[config.mk]
export PLATFORM = sky130hd
export DESIGN_NAME = mem_arbiter
export DESIGN_NICKNAME = d
export VERILOG_FILES = /design/src/rtl/cpu_types_pkg.sv /design/src/rtl/mem_arbiter.sv
export SDC_FILE = /design/constraint.sdc
export NUM_CORES = 1
export LEC_CHECK = 0
export BUFFER_PORTS_ARGS = -buffer_cell sky130_fd_sc_hd__buf_2
export CAP_MARGIN = 20
export CELL_PAD_IN_SITES_DETAIL_PLACEMENT = 2
export CELL_PAD_IN_SITES_GLOBAL_PLACEMENT = 2
export CORE_ASPECT_RATIO = 0.9
export CORE_MARGIN = 2
export CORE_UTILIZATION = 10
export CTS_CLUSTER_DIAMETER = 150
export DETAILED_ROUTE_END_ITERATION = 6
export MAX_ROUTING_LAYER = met4
export PLACE_DENSITY_LB_ADDON = 0.1
export SLEW_MARGIN = 20
export SYNTH_ARGS = -nofsm -noshare
export SYNTH_HDL_FRONTEND = slang
export SYNTH_SLANG_ARGS = --single-unit
[constraint.sdc]
create_clock -name CLK -period 1.4 [get_ports CLK]
set_input_delay 0.07 -clock CLK [delete_from_list [all_inputs] [get_ports CLK]]
set_output_delay 0.07 -clock CLK [all_outputs]
set_load 0.02 [all_outputs]
[src/rtl/cpu_types_pkg.sv]
// Shared CPU memory-side types.
//   word_t      : data/address word
//   ramstate_t  : RAM port status as reported by the memory
//   arb_state_t : mem_arbiter grant state
package cpu_types_pkg;

  localparam int WORD_W = 32;

  typedef logic [WORD_W-1:0] word_t;

  typedef enum logic [1:0] {
    FREE   = 2'd0,
    BUSY   = 2'd1,
    ACCESS = 2'd2,
    ERROR  = 2'd3
  } ramstate_t;

  typedef enum logic [1:0] {
    IDLE   = 2'd0,
    DGRANT = 2'd1,
    IGRANT = 2'd2
  } arb_state_t;

endpackage

[src/rtl/mem_arbiter.sv]
// mem_arbiter: shares one RAM port between the icache and dcache.
// Data requests win, except that after STARVE_LIMIT consecutive D grants
// with an I request waiting the next grant goes to I. A grant is held until
// the RAM reports ACCESS (completion) or the owner withdraws its request.
//
// Ports:
//   CLK, nRST              clock (rising edge), async active-low reset
//   iREN, iaddr            icache read request / word address
//   iwait, iload           low for the completing cycle / read data
//   dREN, dWEN, daddr,     dcache read/write request, address, write data
//   dstore
//   dwait, dload           low for the completing cycle / read data
//   ramREN, ramWEN,        RAM strobes, address, write data
//   ramaddr, ramstore
//   ramload, ramstate      RAM read data / status
//   memerr                 sticky: ERROR seen while a grant was held
module mem_arbiter
  import cpu_types_pkg::*;
#(
  parameter int STARVE_LIMIT = 4
) (
  input  logic      CLK,
  input  logic      nRST,
  input  logic      iREN,
  input  word_t     iaddr,
  output logic      iwait,
  output word_t     iload,
  input  logic      dREN,
  input  logic      dWEN,
  input  word_t     daddr,
  input  word_t     dstore,
  output logic      dwait,
  output word_t     dload,
  output logic      ramREN,
  output logic      ramWEN,
  output word_t     ramaddr,
  output word_t     ramstore,
  input  word_t     ramload,
  input  ramstate_t ramstate,
  output logic      memerr
);

  localparam int CW = $clog2(STARVE_LIMIT + 1);
  localparam logic [CW-1:0] LIMIT = CW'(STARVE_LIMIT);

  arb_state_t    state_q, state_d;
  logic [CW-1:0] starve_q, starve_d;
  logic          memerr_q, memerr_d;

  logic dreq, done;
  assign dreq = dREN | dWEN;
  assign done = (ramstate == ACCESS);

  // Read data is passed straight through; it only means something while
  // the matching wait is low.
  assign iload  = ramload;
  assign dload  = ramload;
  assign memerr = memerr_q;

  always_comb begin
    state_d  = state_q;
    starve_d = starve_q;
    memerr_d = memerr_q;
    iwait    = 1'b1;
    dwait    = 1'b1;
    ramREN   = 1'b0;
    ramWEN   = 1'b0;
    ramaddr  = '0;
    ramstore = '0;

    unique case (state_q)
      IDLE: begin
        if (dreq && !(iREN && starve_q == LIMIT)) state_d = DGRANT;
        else if (iREN)                            state_d = IGRANT;
      end

      DGRANT: begin
        ramaddr  = daddr;
        ramstore = dstore;
        ramWEN   = dWEN;
        ramREN   = dREN & ~dWEN;          // write wins when both are set
        if (ramstate == ERROR) memerr_d = 1'b1;
        if (done) begin
          dwait   = 1'b0;
          state_d = IDLE;
          // Count back-to-back D wins only while I is actually waiting.
          if (!iREN)                 starve_d = '0;
          else if (starve_q != LIMIT) starve_d = starve_q + 1'b1;
        end else if (!dreq) begin
          state_d = IDLE;                 // withdrawn: strobes already low
        end
      end

      IGRANT: begin
        ramaddr = iaddr;
        ramREN  = 1'b1;
        if (ramstate == ERROR) memerr_d = 1'b1;
        if (done) begin
          iwait    = 1'b0;
          state_d  = IDLE;
          starve_d = '0;
        end else if (!iREN) begin
          ramREN  = 1'b0;
          state_d = IDLE;
        end
      end

      default: state_d = IDLE;
    endcase
  end

  always_ff @(posedge CLK or negedge nRST) begin
    if (!nRST) begin
      state_q  <= IDLE;
      starve_q <= '0;
      memerr_q <= 1'b0;
    end else begin
      state_q  <= state_d;
      starve_q <= starve_d;
      memerr_q <= memerr_d;
    end
  end

endmodule

==> results by group, run 1 <==
Clock network
  • Clk_lat worst skew: between 0.2 and 0.25 ns
  • CTS tree: built
  • TritonCTS buffer count: 3
  • Clk pin slew, worst setup/hold paths: 0.03 ns
  • CTS root buf: clkbuf_16
  • Max Buffers Root-to-Sink: 2
  • Clk sink count: 6
  • CTS H-Tree Depth: 1

Min path
  • Hold Path Stages: 2
  • Hold Crit Class: in2reg
  • Worst hold path startpoint: ramstate[1]
  • Hold Path End: memerr

Worst setup path
  • WS Path Type: reg2out
  • FF-to-FF End: starve_q[1]
  • CP Launch Type: flip-flop
  • Worst Reg-to-Reg Cells: 7
  • Required @ worst endpoint: 1.33 ns
  • R2R Setup Slk: -0.14 ns
  • Crit path capture type: output pin
  • CP Data Arrival Time: 1.58 ns
  • CP Launch Point: state_q[0]
  • Largest fanout on the critical path: 13
  • Worst r2r src: state_q[1]

Power and ir drop
  • Leakage power: 1.43 nW
  • Pwr/cell area: 2040 mW/mm^2
  • Power, Total: between 6 and 7 mW
  • VDD IR-drop max: slightly below 0.0007 V

Finish
  • Number of inserted diodes: 0
  • Nets: 483
  • Fin cells: 543
  • Design area: 0.00313 mm^2
  • Commonest cells after routing, fill and taps aside: buf_2, buf_4, buf_6
  • Syn-to-layout area delta: 102%
  • Most common cell after layout, fill and taps aside: buf_2
  • Share of cells above drive strength 1: 0.765

Global routing
  • Gr ovfl total: 0
  • Vias in the first global route: roughly 2100
  • First-pass GRT wire length: roughly 11 mm
  • GRT Total Usage: 0.0891
  • Largest net degree at the start of global routing: 31
  • Initial antenna violation count: 0

Floorplan
  • # rows: 43
  • Die Ht: 122 um
  • IO Count: 268
  • Die ar.: 0.0165 mm^2
  • DIE WIDTH: 135 um
  • Starting Density: 0.102
  • Core Footprint: 0.0153 mm^2

Placement
  • Buffers on Ports: 171
  • Placed cell count: 528
  • Setup Slack @ Placement: -0.184 ns
  • Placed instance area: 0.00234 mm^2
  • Detail Placement HPWL: 5.97 mm
  • Routability-driven placement congestion ratio: 0.657

Synth
  • Synth top area cells: buf_4, a22oi_1, and2_1
  • Post-synth design cell area: 0.00155 mm^2
  • Post-Syn Nets: 360
  • Unique masters post-synth: 24
  • Yosys top cell area share: 0.310
  • Seq cells post-synth: 6
  • Mapped Cells: between 200 and 250
  • Warnings from Yosys: 0
  • Register area share after synthesis: 0.0968
  • Synth Area per Inst: 7.05 um^2
  • Biggest area consumer among synthesized cells: buf_4

Run status
  • Failing checks: setup timing
  • Outcome: finished, violations left

Timing
  • RSZ-0062 raised after global routing: yes
  • Final setup vio count: 72
  • Worst-Margin Slew: around 0.32 ns
  • Worst hold margin: 0.106 ns
  • Slew Limit Headroom: 0.784
  • Final Hold Viols: 0
  • Final period utilization: 1.18
  • FMAX: between 600 and 700 MHz
  • Fin. max-slew vios: 0
  • Final WS setup: -0.249 ns
  • Clock Skew: 0.000506 ns
  • Tmin final: about 1.6 ns

Drt
  • Highest metal used: met4
  • Met2 routed WL: about 4.2 mm
  • Via count: around 1900
  • Vias/cell: 3.53
  • Drt pass-1 iters: 4
  • WL/cell: 14.4 um
  • Routed WL: 7.84 mm
  • Residual DRC: 0
  • Number of nets with antenna violations after routing: 0
  • Starting DRT DRC Count: 21
  • DRT met1 WL: 3.02 mm
  • WL met3: 509 um

Flow run
  • Max-capacitance violation count: 0
## cell type report
class | count | area (um^2)
tap | 202 | 253
inverter | 7 | 38.8
clock buffer | 3 | 75.1
timing repair buffer | 197 | 1470
sequential | 6 | 150
fill | 1798 | 12200
multi-input combinational | 128 | 1140
## metal layers
layer / up-vias / track usage
met5: - / -
met4: 0 / 0.0176
met3: 15 / 0.0137
met2: 94 / 0.168
met1: 888 / 0.0992
li1: 918 / -
## timing repair
| action | in CTS | in global routing |
|---|---|---|
| setup buffers | 5 | 2 |
| resized for setup | 109 | 44 |
| hold buffers | 1 | 0 |
| pin swaps | 13 | 10 |
| endpoints found under the hold margin | 6 | 0 |
| setup endpoints to repair | 73 | 73 |
| gates cloned | 3 | 1 |
## logic make-up after synthesis
logic type | count (synthesis) | synth area share
AO/OA/AOI/OAI | 41 | 0.207
adder cells (fa/ha/maj) | 5 | 0.0403
buffers and inverters | 86 | 0.369
flip-flops | 6 | 0.0968
multiplexers | 4 | 0.0258
AND/OR/NAND/NOR | 78 | 0.260
## synth_stat cells
cell / number
buf_4: 64
nor2_1: 34
and2_1: 33
a22oi_1: 32
buf_2: 8
clkbuf_1: 7
inv_1: 7
dfrtp_1: 6
ha_1: 5
mux2i_1: 4
nand2_1: 4
nand3b_1: 3
o21ai_0: 2
a311oi_2: 1
a31o_2: 1
a31oi_1: 1
a41oi_2: 1
nand3_1: 1
nor2b_4: 1
nor3b_1: 1
o2111ai_1: 1
o21a_1: 1
o32ai_1: 1
or3_1: 1
## worst max-delay path, cell delays in order (launching register included)
cell and delay [ns]:
dfrtp_1 0.38, buf_4 0.15, ha_4 0.19, buf_4 0.17
clkbuf_16 0.16, and2_1 0.15, buf_4 0.15
## sequential cells by signal (all words and copies together) (netlist names)
| signal | flops |
|---|---|
| memerr | 1 |
| starve_q | 3 |
| state_q | 2 |
## how the worst max path moves through the flow
stage / end / cells after the start
after floorplan: ramaddr[18] / 7
after global routing: ramstore[11] / 6
after global placement: starve_q[2] / 6
after CTS: ramaddr[27] / 6
final: ramstore[14] / 6
after detailed placement: ramaddr[3] / 7
## report_power, final
part | total, mW | internal, mW | leakage (nW) | switching (mW)
registers | 0.289 | 0.238 | 0.0696 | 0.0517
clock network | 0.457 | 0.366 | 0.0370 | 0.0909
logic | 5.64 | 2.68 | 1.33 | 2.97
## through the flow
| step | setup TNS (ns) | utilization |
|---|---|---|
| global placement | -8.12 | 0.153 |
| global route | -19.46 | 0.205 |
| detailed placement | -7.88 | 0.153 |
| CTS | -14.62 | 0.192 |
| floorplan | 0 | - |
| finish | -14.54 | 0.205 |
Power figures use the tool's default switching activity.
==> run 2, diff against run 1 <==
Settings changed: PLACE_DENSITY_LB_ADDON 0.1 to 0.25.
==> results by group, run 2 (synthesis gave the netlist of run 1 again) <==
Run status
  • Outcome: finished, violations left (unchanged)
  • Failing checks: setup timing (unchanged)

Clock network
  • Max Buffers Root-to-Sink: 2 (unchanged)
  • Clk_lat worst skew: 0.23 ns (was 0.22 ns)
  • CTS root buf: clkbuf_16 (unchanged)
  • CTS H-Tree Depth: 1 (unchanged)
  • TritonCTS buffer count: 3 (unchanged)
  • CTS tree: built (unchanged)
  • Clk pin slew, worst setup/hold paths: 0.04 ns (was 0.03 ns)
  • Clk sink count: 6 (unchanged)

Finish
  • Syn-to-layout area delta: 98.5% (was 102%)
  • Largest register FFs: 3 (unchanged)
  • Biggest register: starve_q (unchanged)
  • Most common cell after layout, fill and taps aside: buf_2 (unchanged)
  • Commonest cells after routing, fill and taps aside: buf_2, buf_6, nor2_2 (was buf_2, buf_4, buf_6)
  • Nets: 481 (was 483)
  • Share of cells above drive strength 1: 0.820 (was 0.765)
  • Number of inserted diodes: 0 (unchanged)

Min path
  • Hold Crit Class: in2reg (unchanged)

Timing
  • Final WS setup: -0.244 ns (was -0.249 ns)
  • Final Hold Viols: 0 (unchanged)
  • RSZ-0062 raised after global routing: yes (unchanged)
  • Fin. max-slew vios: 0 (unchanged)
  • Final setup vio count: 73 (was 72)
  • FMAX: 608 MHz (was 606 MHz)
  • Tmin final: 1.64 ns (was 1.65 ns)
  • Slew Limit Headroom: 0.770 (was 0.784)
  • Clock Skew: 0.00464 ns (was 0.000506 ns)
  • Worst-Margin Slew: 0.344 ns (was 0.324 ns)
  • Final period utilization: 1.17 (was 1.18)
  • Worst hold margin: 0.105 ns (was 0.106 ns)

Drt
  • WL/cell: 15.1 um (was 14.4 um)
  • Routed WL: 8.16 mm (was 7.84 mm)
  • Number of nets with antenna violations after routing: 0 (unchanged)
  • Vias/cell: 3.57 (was 3.53)
  • Residual DRC: 0 (unchanged)
  • Via count: 1933 (was 1915)
  • Starting DRT DRC Count: 42 (was 21)
  • Drt pass-1 iters: 4 (unchanged)

Worst setup path
  • CP Data Arrival Time: 1.57 ns (was 1.58 ns)
  • Crit path capture type: output pin (unchanged)
  • Max stage delay on crit path: 0.39 ns (was 0.38 ns)
  • Largest fanout on the critical path: 20 (was 13)
  • Slowest CP cell: dfrtp_1 (unchanged)
  • Required @ worst endpoint: 1.33 ns (about the same)
  • Cell mode on critical path: buf_12 (was buf_4)
  • Worst path cell trace: buf_6 > ha_4 > buf_12 > buf_12 > and2_1 > buf_4 (was buf_4 > ha_4 > buf_4 > clkbuf_16 > and2_1 > buf_4)
  • WS Path Type: reg2out (unchanged)
  • CP Launch Type: flip-flop (unchanged)

Floorplan
  • Die Ht: 122 um (unchanged)
  • Core Footprint: 0.0153 mm^2 (unchanged)
  • # rows: 43 (unchanged)
  • Die ar.: 0.0165 mm^2 (unchanged)
  • IO Count: 268 (unchanged)
  • DIE WIDTH: 135 um (unchanged)
  • Starting Density: 0.102 (unchanged)

Power and ir drop
  • Pwr/cell area: 1910 mW/mm^2 (was 2040 mW/mm^2)
  • VDD IR-drop max: 0.000646 V (was 0.000675 V)
  • Leakage power: 1.45 nW (was 1.43 nW)
  • Power, Total: 5.88 mW (was 6.39 mW)

Flow run
  • Max-capacitance violation count: 0 (unchanged)

Placement
  • Routability-driven placement congestion ratio: 0.694 (was 0.657)
  • Buffers on Ports: 171 (unchanged)
  • Detail Placement HPWL: 6.12 mm (was 5.97 mm)
  • Setup Slack @ Placement: -0.146 ns (was -0.184 ns)

Global routing
  • First-pass GRT wire length: 11.2 mm (was 11.4 mm)
  • Vias in the first global route: 1971 (was 2094)
  • Largest net degree at the start of global routing: 22 (was 31)
  • Gr ovfl total: 0 (unchanged)
  • GRT Total Usage: 0.0888 (was 0.0891)
  • Initial antenna violation count: 0 (unchanged)
[run 2: cell types whose count changed in the layout (fill, tap and decap cells not counted), moves of 2 or more]
cell / before / now
buf_6: 35 / 39
and2_4: 0 / 15
a22oi_2: 14 / 20
a22oi_1: 18 / 12
nor2_1: 2 / 4
and2_1: 33 / 18
buf_4: 45 / 20
buf_2: 108 / 125
buf_8: 0 / 2
nor2_2: 18 / 30
nor2_4: 14 / 0
[run 2: final timing paths]
kind	startpoint	end	slack (ns)	cells past startpoint
setup reg to reg	state_q[0]	state_q[0]	-0.24	6
min in group asynchronous	nRST	memerr	0.20	2
hold reg to reg	memerr	memerr	0.48	1
hold / removal	ramstate[1]	memerr	0.10	2
max in group asynchronous	nRST	starve_q[2]	1.02	2
setup / recovery	state_q[0]	ramstore[24]	-0.24	6
[run 2: cell type report]
| class | count | area, um^2 |
|---|---|---|
| Timing Repair Buffer | 195 | 1440 |
| Inverter | 7 | 28.8 |
| Tap cell | 202 | 253 |
| Sequential cell | 6 | 150 |
| Multi-Input combinational cell | 128 | 1140 |
| Clock buffer | 3 | 75.1 |
| Fill cell | 1815 | 12200 |
[run 2: metrics by stage]
step           TNS [ns]  instances   util  cell area [um^2]
3_5_place_dp      -3.91        529  0.155              2370
4_1_cts          -14.69        539  0.185              2820
2_1_floorplan         0        220      -              1650
6_report         -14.09        541  0.202              3080
3_3_place_gp      -1.88        529  0.155              2370
5_1_grt          -18.52        541  0.202              3080
[run 2: what timing repair did]
| item | 4_1_cts | 5_1_grt |
|---|---|---|
| pin swaps | 4 | 2 |
| resized for setup | 71 | 73 |
| endpoints found under the hold margin | 6 | 0 |
| hold buffers | 1 | 0 |
| endpoints found under the setup margin | 73 | 73 |
| setup buffers | 4 | 1 |
| cloned | 2 | 1 |
[run 2: worst max-delay path: cells and delay by family (launching register included)]
family,cells,cell delay [ns]
buffers and inverters,4,0.60
flip-flops,1,0.39
adder cells (fa/ha/maj),1,0.18
AND/OR/NAND/NOR,1,0.17
[run 2: power breakdown]
group	internal, mW	switching (mW)
logic	2.42	2.70
clock network	0.368	0.105
registers	0.238	0.0574
[run 2: layer usage]
layer / wire length (um) / GRT usage / part of all wire / vias up
met5: 0 / - / 0 / -
met4: 17 / 0.0150 / 0.0021 / 0
met3: 592 / 0.0179 / 0.073 / 5
met2: 4290 / 0.152 / 0.53 / 89
met1: 3260 / 0.110 / 0.40 / 920
li1: - / - / - / 919
